$ cat src/rtl/sweep_pkg.sv
// Shared state encoding and constants for the sweep sequencer and its phase averager.
package sweep_pkg;

    typedef enum logic [2:0] {
        IDLE,
        RETUNE,
        SETTLE,
        ACQ,
        REPORT,
        NEXT,
        FIN
    } state_e;

    localparam int PH_MAX        = 18000;
    localparam int AVG_LOG2_MAX  = 8;
    localparam int RETUNE_CYCLES = 2;

    function automatic logic [3:0] clamp_avg_log2(input logic [3:0] k);
        return (k > 4'(AVG_LOG2_MAX)) ? 4'(AVG_LOG2_MAX) : k;
    endfunction

endpackage

$ cat src/rtl/phase_averager.sv
// Accumulates 2^k phase samples, produces the floored mean and compares its
// magnitude against the current best point.
module phase_averager
    import sweep_pkg::*;
#(
    parameter int PH_W  = 16,
    parameter int ACC_W = PH_W + 8
) (
    input  logic                   clk,
    input  logic                   reset,
    input  logic                   clr_i,
    input  logic                   en_i,
    input  logic [3:0]             k_i,
    input  logic signed [PH_W-1:0] phase_i,
    input  logic                   valid_i,
    input  logic signed [PH_W-1:0] best_i,
    output logic                   last_o,
    output logic signed [PH_W-1:0] mean_o,
    output logic                   better_o
);

    localparam int CNT_W = AVG_LOG2_MAX + 1;

    logic signed [ACC_W-1:0] acc_q, acc_d, shifted;
    logic [CNT_W-1:0]        cnt_q, cnt_d, cnt_last;
    logic signed [PH_W-1:0]  mean_q;
    logic                    take;

    // The most negative code has no positive twin, so it saturates.
    function automatic logic [PH_W-1:0] abs_sat(input logic signed [PH_W-1:0] x);
        if (x == {1'b1, {(PH_W-1){1'b0}}})
            return {1'b0, {(PH_W-1){1'b1}}};
        return x[PH_W-1] ? PH_W'(-x) : x;
    endfunction

    always_comb begin
        take     = en_i & valid_i;
        cnt_last = (CNT_W'(1) << k_i) - CNT_W'(1);
        acc_d    = acc_q;
        cnt_d    = cnt_q;
        if (clr_i) begin
            acc_d = '0;
            cnt_d = '0;
        end else if (take) begin
            acc_d = acc_q + {{(ACC_W-PH_W){phase_i[PH_W-1]}}, phase_i};
            cnt_d = cnt_q + CNT_W'(1);
        end
        last_o  = take & (cnt_q == cnt_last);
        shifted = acc_d >>> k_i;
    end

    always_ff @(posedge clk or negedge reset) begin
        if (!reset) begin
            acc_q  <= '0;
            cnt_q  <= '0;
            mean_q <= '0;
        end else begin
            acc_q <= acc_d;
            cnt_q <= cnt_d;
            if (last_o)
                mean_q <= shifted[PH_W-1:0];
        end
    end

    assign mean_o   = mean_q;
    assign better_o = abs_sat(mean_q) < abs_sat(best_i);

endmodule

$ cat src/rtl/sweep_sequencer.sv
// Steps an NCO tuning word across a range, averages phase at each point and
// tracks the minimum-|phase| point. SWEEP_ZERO_CROSS_EN adds early stop on sign change.
module sweep_sequencer
    import sweep_pkg::*;
#(
    parameter int FTW_W = 32,
    parameter int PH_W  = 16,
    parameter int IDX_W = 12,
    parameter int SET_W = 16
) (
    input  logic                   clk,
    input  logic                   reset,
    input  logic                   start,
    input  logic                   abort,
    input  logic [FTW_W-1:0]       cfg_start_ftw,
    input  logic [FTW_W-1:0]       cfg_step_ftw,
    input  logic [IDX_W-1:0]       cfg_num_steps,
    input  logic [SET_W-1:0]       cfg_settle,
    input  logic [3:0]             cfg_avg_log2,
    input  logic signed [PH_W-1:0] phase_in,
    input  logic                   phase_valid_in,
    output logic [FTW_W-1:0]       ftw_out,
    output logic                   ftw_load,
    output logic                   pd_reset,
    output logic                   res_valid,
    output logic [IDX_W-1:0]       res_idx,
    output logic signed [PH_W-1:0] res_phase,
    output logic [FTW_W-1:0]       best_ftw,
    output logic signed [PH_W-1:0] best_phase,
    output logic                   busy,
`ifdef SWEEP_ZERO_CROSS_EN
    output logic                   zc_hit,
`endif
    output logic                   done
);

    state_e                 state_q;
    logic [FTW_W-1:0]       step_q, ftw_q, best_ftw_q;
    logic [IDX_W-1:0]       last_idx_q, idx_q, res_idx_q;
    logic [SET_W-1:0]       settle_q, cnt_q;
    logic [3:0]             k_q;
    logic                   ftw_load_q, pd_reset_q, res_valid_q, busy_q, done_q;
    logic signed [PH_W-1:0] best_phase_q;
    logic signed [PH_W-1:0] avg_mean;
    logic                   avg_last, avg_better, zc_stop;

    // Accumulator is cleared throughout RETUNE, which always precedes ACQ.
    phase_averager #(.PH_W(PH_W)) u_avg (
        .clk      (clk),
        .reset    (reset),
        .clr_i    (state_q == RETUNE),
        .en_i     (state_q == ACQ),
        .k_i      (k_q),
        .phase_i  (phase_in),
        .valid_i  (phase_valid_in),
        .best_i   (best_phase_q),
        .last_o   (avg_last),
        .mean_o   (avg_mean),
        .better_o (avg_better)
    );

`ifdef SWEEP_ZERO_CROSS_EN
    logic prev_neg_q, zc_hit_q;
    assign zc_stop = (idx_q != '0) && (avg_mean[PH_W-1] != prev_neg_q);
    assign zc_hit  = zc_hit_q;
`else
    assign zc_stop = 1'b0;
`endif

    always_ff @(posedge clk or negedge reset) begin
        if (!reset) begin
            state_q      <= IDLE;
            step_q       <= '0;
            ftw_q        <= '0;
            best_ftw_q   <= '0;
            last_idx_q   <= '0;
            idx_q        <= '0;
            res_idx_q    <= '0;
            settle_q     <= '0;
            cnt_q        <= '0;
            k_q          <= '0;
            ftw_load_q   <= 1'b0;
            pd_reset_q   <= 1'b1;
            res_valid_q  <= 1'b0;
            busy_q       <= 1'b0;
            done_q       <= 1'b0;
            best_phase_q <= PH_W'(PH_MAX);
`ifdef SWEEP_ZERO_CROSS_EN
            prev_neg_q   <= 1'b0;
            zc_hit_q     <= 1'b0;
`endif
        end else begin
            ftw_load_q  <= 1'b0;
            res_valid_q <= 1'b0;
            done_q      <= 1'b0;
            if (abort && state_q != IDLE && state_q != FIN) begin
                state_q    <= FIN;
                busy_q     <= 1'b0;
                done_q     <= 1'b1;
                pd_reset_q <= 1'b1;
            end else begin
                case (state_q)
                    IDLE: begin
                        if (start) begin
                            step_q       <= cfg_step_ftw;
                            settle_q     <= cfg_settle;
                            k_q          <= clamp_avg_log2(cfg_avg_log2);
                            last_idx_q   <= (cfg_num_steps == '0) ? '0 : cfg_num_steps - IDX_W'(1);
                            idx_q        <= '0;
                            ftw_q        <= cfg_start_ftw;
                            ftw_load_q   <= 1'b1;
                            best_ftw_q   <= '0;
                            best_phase_q <= PH_W'(PH_MAX);
                            busy_q       <= 1'b1;
                            pd_reset_q   <= 1'b1;
                            cnt_q        <= '0;
                            state_q      <= RETUNE;
`ifdef SWEEP_ZERO_CROSS_EN
                            zc_hit_q     <= 1'b0;
`endif
                        end
                    end
                    RETUNE: begin
                        if (cnt_q == SET_W'(RETUNE_CYCLES - 1)) begin
                            pd_reset_q <= 1'b0;
                            cnt_q      <= '0;
                            state_q    <= (settle_q == '0) ? ACQ : SETTLE;
                        end else begin
                            cnt_q <= cnt_q + SET_W'(1);
                        end
                    end
                    SETTLE: begin
                        if (cnt_q == settle_q - SET_W'(1))
                            state_q <= ACQ;
                        else
                            cnt_q <= cnt_q + SET_W'(1);
                    end
                    ACQ: begin
                        if (avg_last) begin
                            res_valid_q <= 1'b1;
                            res_idx_q   <= idx_q;
                            state_q     <= REPORT;
                        end
                    end
                    REPORT: begin
                        if (avg_better) begin
                            best_ftw_q   <= ftw_q;
                            best_phase_q <= avg_mean;
                        end
`ifdef SWEEP_ZERO_CROSS_EN
                        prev_neg_q <= avg_mean[PH_W-1];
                        if (zc_stop)
                            zc_hit_q <= 1'b1;
`endif
                        if (idx_q == last_idx_q || zc_stop) begin
                            state_q    <= FIN;
                            busy_q     <= 1'b0;
                            done_q     <= 1'b1;
                            pd_reset_q <= 1'b1;
                        end else begin
                            state_q <= NEXT;
                        end
                    end
                    NEXT: begin
                        idx_q      <= idx_q + IDX_W'(1);
                        ftw_q      <= ftw_q + step_q;
                        ftw_load_q <= 1'b1;
                        pd_reset_q <= 1'b1;
                        cnt_q      <= '0;
                        state_q    <= RETUNE;
                    end
                    FIN:     state_q <= IDLE;
                    default: state_q <= IDLE;
                endcase
            end
        end
    end

    assign ftw_out    = ftw_q;
    assign ftw_load   = ftw_load_q;
    assign pd_reset   = pd_reset_q;
    assign res_valid  = res_valid_q;
    assign res_idx    = res_idx_q;
    assign res_phase  = avg_mean;
    assign best_ftw   = best_ftw_q;
    assign best_phase = best_phase_q;
    assign busy       = busy_q;
    assign done       = done_q;

endmodule

$ cat config.mk
export PLATFORM = sky130hd
export DESIGN_NAME = sweep_sequencer
export DESIGN_NICKNAME = d
export VERILOG_FILES = /design/src/rtl/sweep_pkg.sv /design/src/rtl/phase_averager.sv /design/src/rtl/sweep_sequencer.sv
export SDC_FILE = /design/constraint.sdc
export NUM_CORES = 1
export LEC_CHECK = 0
export BUFFER_PORTS_ARGS = -buffer_cell sky130_fd_sc_hd__buf_2
export CORE_ASPECT_RATIO = 1.5
export CORE_MARGIN = 2
export CORE_UTILIZATION = 35
export DETAILED_ROUTE_END_ITERATION = 8
export PLACE_DENSITY = 0.49
export SLEW_MARGIN = 20
export SYNTH_ARGS = -nofsm -noshare
export SYNTH_HDL_FRONTEND = slang
export SYNTH_HIERARCHICAL = 1
export SYNTH_SLANG_ARGS = --single-unit
$ cat constraint.sdc
create_clock -name clk -period 6.9 [get_ports clk]
set_input_delay 0.345 -clock clk [delete_from_list [all_inputs] [get_ports clk]]
set_output_delay 0.345 -clock clk [all_outputs]
set_load 0.02 [all_outputs]
Word level (Yosys, flattened, before mapping)
Index checks and enable logic that the tools add are counted.
{ "totals": {"inputBits": 117, "latch_bits": 0, "regBits": 241, "n_memories": 0, "ramBits": 0, "mem_bits_ro": 0} }
{ "classes": {"n_addsub": 10, "bitwise_logic": 3, "n_reduce_logical": 20, "n_mul": 0, "eq_ne": 20, "muxes": 53, "order_cmp": 2, "div": 0, "n_shift": 2} }
{ "ops": {"columns": ["cell", "n"], "rows": [
  ["16-bit 2-to-1 mux", 11],
  ["32-bit case mux with 2 select lines", 2],
  ["32-bit 2-to-1 mux", 3],
  ["16-bit case mux with 4 select lines", 1],
  ["24-bit 2-to-1 mux", 2],
  ["32-bit adder", 1],
  ["16-bit == test, second input constant", 2],
  ["16-bit negator", 2],
  ["16-bit case mux with 2 select lines", 1],
  ["24-bit adder", 1],
  ["12-bit 2-to-1 mux", 2],
  ["12-bit case mux with 2 select lines", 1],
  ["24-bit by 4-bit >>> shifter with 16-bit output", 1],
  ["9-bit 2-to-1 mux", 2],
  ["3-bit inequality test, second input constant", 6],
  ["3-bit case mux with 6 select lines", 1],
  ["1-bit 2-to-1 mux", 17],
  ["16-bit by 1-bit adder with 16-bit output, second input constant", 1],
  ["16-bit by 1-bit == test with 1-bit output, second input constant", 1],
  ["16-bit == test", 1],
  ["16-bit logical NOT", 1],
  ["16-bit < comparator", 1],
  ["4-bit AND reduction", 4],
  ["16-bit by 1-bit subtractor with 16-bit output, second input constant", 1],
  ["27 further kinds", 44]
]} }

Logic depth before layout (Yosys ltp)
{ "logic_depth": {"ltp_word": 7, "mapped_depth": 25, "ltp_nobuf": 22} }

Modules after synthesis
The synthesis kept the hierarchy.
{ "by_module_without_submodules": {"columns": ["module", "n_inst", "area_per_inst_um2", "cells_each"], "rows": [
  ["sweep_sequencer", 1, 10382.5, 1181],
  ["phase_averager", 1, 6211.0, 824]
]} }

Least setup slack after synthesis
No wires, ideal clock.
{ "synth_timing": {"kind": "flip-flop to flip-flop", "start": "reg u_avg.mean_q[5], in the netlist u_avg/mean_o[5]", "end": "reg best_phase_q[13], in the netlist best_phase[13]", "path_stages_with_launch": 25, "t_required_ns": 6.764, "n_path_buf": 4, "t_arrival_ns": 4.645, "path_slack_ns": 2.119, "synth_period_minus_slack_ns": 4.781, "cell_sequence": "dfrtp_1 > or3_1 > or4_1 > or3_1 > clkbuf_1 > or3_1 > clkbuf_1 > o21ai_0 > ha_1 > a21o_1 > a21o_1 > a21o_1 > a21o_1 > a21oi_1 > nor2b_1 > o21ai_0 > nand3_1 > a31oi_1 > inv_1 > o22ai_1 > nand2_1 > clkbuf_1 > clkbuf_1 > nand2_1 > o21ai_0"} }
{ "synth_between": {"elab_chain_cells": 6, "elab_cells_between_ends": 8} }
{ "synth_rtl": {"columns": ["element", "line", "rtl"], "rows": [
  ["from (decl)", "phase_averager.sv:26", "logic signed [PH_W-1:0] mean_q;"],
  ["from (signal assigned)", "phase_averager.sv:61", "mean_q <= shifted[PH_W-1:0];"],
  ["16-bit negator / 16-bit == test (equally long branches)", "phase_averager.sv:33, phase_averager.sv:31", null],
  ["16-bit 2-to-1 mux / 1-bit 2-to-1 mux (equally long branches)", "phase_averager.sv:33, phase_averager.sv:31", null],
  ["16-bit 2-to-1 mux (*)", "phase_averager.sv:33", "return x[PH_W-1] ? PH_W'(-x) : x;"],
  ["16-bit < comparator (*)", "phase_averager.sv:66", "assign better_o = abs_sat(mean_q) < abs_sat(best_i);"],
  ["via avg_better", "sweep_sequencer.sv:45", "logic avg_last, avg_better, zc_stop;"],
  ["2-bit inequality test (no source line) (*)", null, null],
  ["4-bit AND reduction (no source line) (*)", null, null],
  ["to (signal assigned)", "sweep_sequencer.sv:87", "best_phase_q <= PH_W'(PH_MAX);"],
  ["to (signal assigned)", "sweep_sequencer.sv:113", "best_phase_q <= PH_W'(PH_MAX);"],
  ["to (signal assigned)", "sweep_sequencer.sv:148", "best_phase_q <= avg_mean;"],
  ["to (decl)", "sweep_sequencer.sv:43", "logic signed [PH_W-1:0] best_phase_q;"]
]} }
The timed path passes the listed nets; every way through them passes the cells marked *.
A chain may end at the register's enable or synchronous reset.

Worst setup path after layout
{ "layout_timing": {"start": "reg u_avg.mean_q[5], in the netlist u_avg/mean_o[5]", "end": "reg best_ftw_q[21], in the netlist best_ftw[21]"} }
{ "layout_between": {"elab_chain_cells": 6, "elab_cells_between_ends": 8} }
{ "layout_rtl": {"columns": ["element", "line", "rtl"], "rows": [
  ["16-bit negator / 16-bit == test (equally long branches)", "phase_averager.sv:33, phase_averager.sv:31", null],
  ["16-bit 2-to-1 mux / 1-bit 2-to-1 mux (equally long branches)", "phase_averager.sv:33, phase_averager.sv:31", null],
  ["16-bit 2-to-1 mux (*)", "phase_averager.sv:33", null],
  ["16-bit < comparator (*)", "phase_averager.sv:66", null],
  ["via avg_better", "sweep_sequencer.sv:45", null],
  ["2-bit inequality test (no source line) (*)", null, null],
  ["4-bit AND reduction (no source line) (*)", null, null],
  ["to (signal assigned)", "sweep_sequencer.sv:147", "best_ftw_q <= ftw_q;"],
  ["to (decl)", "sweep_sequencer.sv:38", "logic [FTW_W-1:0] step_q, ftw_q, best_ftw_q;"]
]} }
Marked as above.

==> impl_results.md <==
- I/O pin count: 230
- Layout cells sized above 1: 16.6%
- CTS root buf: clkbuf_16
- Finished Cell Area: around 20000 sq um
- Total number of vias: roughly 16000
- Pleak: 0.00930 uW
- Total gr overflow: 0
- Drc violations: 0
- Final nets: between 2000 and 2500
- Synth top area cells: dfrtp_1 35%, nand2_1 9.0%, ha_1 5.9%
- CP startpoint kind: flip-flop
- CP arrival: roughly 5.8 ns
- Routed WL per cell: between 15 and 20 um
- Worst-Margin Slew: 1.13 ns
- Synth top area share: a little over a third
- Via/cell ratio: 5.54
- Post-synthesis sequential area ratio: ~36%
- Site row count: 97
- Post-synth net total: 2202
- Clk_lat worst skew: 0.56 ns
- Ys Warns: 6
- Post-Route WL: 55500 um
- CP max FO: 76
- Seq cells post-synth: 241
- Max incr delay on CP: 0.54 ns
- Setup ws final: 1.52 ns
- Final RePlAce weighted congestion: 0.876
- Worst VDD drop: 0.000218 V
- Post-synth top cells: 397 x nand2_1, 235 x dfrtp_1, 167 x o21ai_0, 135 x nor2_1
- EDFF count, synth: 0
- Die Area: 49200 sq um
- CP Capture Type: flip-flop
- Syn_area_per_cell: 8.28 sq um
- Num CTS Buffers: 27
- Final Hold Fails: 0
- FF-to-FF setup slack: 1.52 ns
- Initial drt markers: between 800 and 900
- Initial antenna violation count: 8
- Distinct cells, synth: 89
- Die W: 182 um
- Fin crit share: 78.0%
- Synth Instances: approximately 2000
- Netlist Area Pre-Place: ~17000 sq um
- Power Density: 421 nW/um^2
- Reg clk slew, reported paths: 0.06 ns
- # clock sinks: between 200 and 250
- CTS H-Tree Depth: 1
- RSZ-0062 raised after global routing: false
- Detail Route Antenna Nets: 0
- All-Layer GR Usage: 22.3%
- Sum Neg Setup Slack: 0 ns
- Max-slew headroom: between 20% and 30%
- Outcome: finished clean
- CTS tree: built
- Global-route wire length before repair: 87800 um
- Asr flop ratio synth: 100%
- CP max stage cell: or3_1
- Cts repair resizes: 0
- CP cell instances: or3_1 > or4_1 > or3_1 > or3_1 > o21ai_0 > ha_1 > a21o_1 > a21o_1 > a21o_1 > a21o_1 > a21oi_1 > nor2b_1 > o21ai_0 > nand3_1 > a31oi_1 > inv_1 > o22ai_1 > nand2_2 > buf_4 > nand2_1 > o21ai_0
- Setup Crit Path Kind: flip-flop to flip-flop
- IO buf count: 229
- Syn-to-layout area delta: 18.3%
- Height of the die: about 270 um
- Data required time of the worst path: 7.30 ns
- Dpl ws: 1.57 ns
- Clk buf depth: 3
- Final Slew Violations: 0
- Post-DP HPWL: 41600 um
- Vias in the first global route: roughly 16000
- Total core area: between 40000 and 50000 sq um
- Number of max-cap violations: 0
- Worst Clk Skew: 0.0127 ns
- Cell with the most instances after synthesis: nand2_1
- FMAX: roughly 190 MHz
- Tmin final: between 5 and 6 ns
- Placed cell areas: 18300 sq um
- Final setup vio count: 0
- Post-CTS Setup Bufs: 0
- Most Frequent Cell on Critical Path: a21o_1
- Main synth FF type: dfrtp_1
- Worst Hold Class: primary input to flip-flop
- Largest net degree at the start of global routing: roughly 110
- Dominant cell type by area after synthesis: dfrtp_1
- Drt first pass iters: 5
- Initial Utilization: 35.5%
-- worst paths after layout --
| kind | from | endpoint | depth (start not counted) |
|---|---|---|---|
| worst max-delay path | u_avg/mean_o[5]$_DFFE_PN0P_ | best_ftw[21]$_DFFE_PN0P_ | 21 |
| worst min register to register | best_ftw[20]$_DFFE_PN0P_ | best_ftw[20]$_DFFE_PN0P_ | 2 |
| min in group asynchronous | reset | ftw_out[19]$_DFFE_PN0P_ | 2 |
| worst max register to register | u_avg/mean_o[5]$_DFFE_PN0P_ | best_ftw[21]$_DFFE_PN0P_ | 21 |
| max in group asynchronous | reset | u_avg/acc_q[1]$_DFF_PN0_ | 3 |
| worst min-delay path | cfg_num_steps[0] | last_idx_q[0]$_DFFE_PN0P_ | 2 |
-- stage by stage --
stage / hold WS [ns] / total power [uW] / utilization (%) / cells
after floorplan: 0.0494 / 5470 / - / 2005
after global placement: 0.458 / 6760 / 39.2 / 2747
after detailed placement: 0.465 / 6820 / 39.2 / 2747
after CTS: 0.00326 / 8330 / 42.0 / 2841
after global routing: 0.0157 / 8960 / 42.0 / 2842
final: 0.0172 / 8270 / 42.0 / 2843
-- registers in the layout, indices dropped and copies added, names as in the netlist, 16 cells and up --
register and count:
settle_q 16, u_avg/acc_q 24, ftw_out 32, u_avg/mean_o 16, best_phase 16, cnt_q 16
step_q 32, best_ftw 32
-- per-layer routing --
metal | GRT usage, % | wire length [um]
met5 | 0 | 82
met3 | 3.72 | 2630
met1 | 24.5 | 21200
met4 | 7.49 | 1850
met2 | 42.8 | 29700
-- final cells by class --
type,instances,area [sq um]
inverters,69,259
fillers,4791,27100
clock inverters,13,115
repair buffers,298,1790
diodes,2,5.00
well taps,594,743
multi-input cells,1589,9920
flip-flops and latches,241,6040
clock buffers,37,763
-- cell usage in the layout (no fill, tap or decap), types with 11 or more instances in the layout --
master,n
nor2b_1,15
o31ai_1,20
dlygate4sd3_1,44
buf_4,24
o21ai_0,167
buf_2,228
dfrtp_1,235
clkbuf_16,27
inv_1,67
nor2_1,133
ha_1,78
xnor2_1,58
mux4_2,11
o21a_1,13
nand2b_1,14
a31oi_1,16
or3_1,26
nand4_1,24
mux2_2,17
a21oi_1,87
a22oi_1,26
nand2_1,396
a21o_1,25
nand3_1,45
a211oi_1,26
mux2i_1,26
xor2_1,53
o211ai_1,22
nor3_1,53
and3_1,30
nor4_1,21
-- kinds of logic after synthesis --
family,count (synthesis),synth area share [%]
AND/OR/NAND/NOR,829,23.0
AO/OA/AOI/OAI,515,20.3
buffers and inverters,175,4.09
XOR/XNOR,111,5.86
flip-flops,241,36.4
multiplexers,54,4.22
adder cells (fa/ha/maj),80,6.12
-- worst max-delay path, delay by kind of cell (launching register included) --
kind | cells | cell delay (ns)
AO/OA/AOI/OAI | 10 | 1.53
buffers and inverters | 2 | 0.48
flip-flops | 1 | 0.43
adder cells (fa/ha/maj) | 1 | 0.28
AND/OR/NAND/NOR | 8 | 2.41
-- report_power, final --
group	total (uW)	leakage, uW	switching, uW	internal [uW]
registers	2380	0.00317	509	1870
clock network	1440	0.000423	624	817
logic	4450	0.00571	2800	1650
total	8270	0.00930	3930	4340
-- timing repair --
action,in CTS,in global routing
endpoints found under the setup margin,0,0
hold buffers,44,0
hold endpoints to repair,147,0
Power figures use the tool's default switching activity.
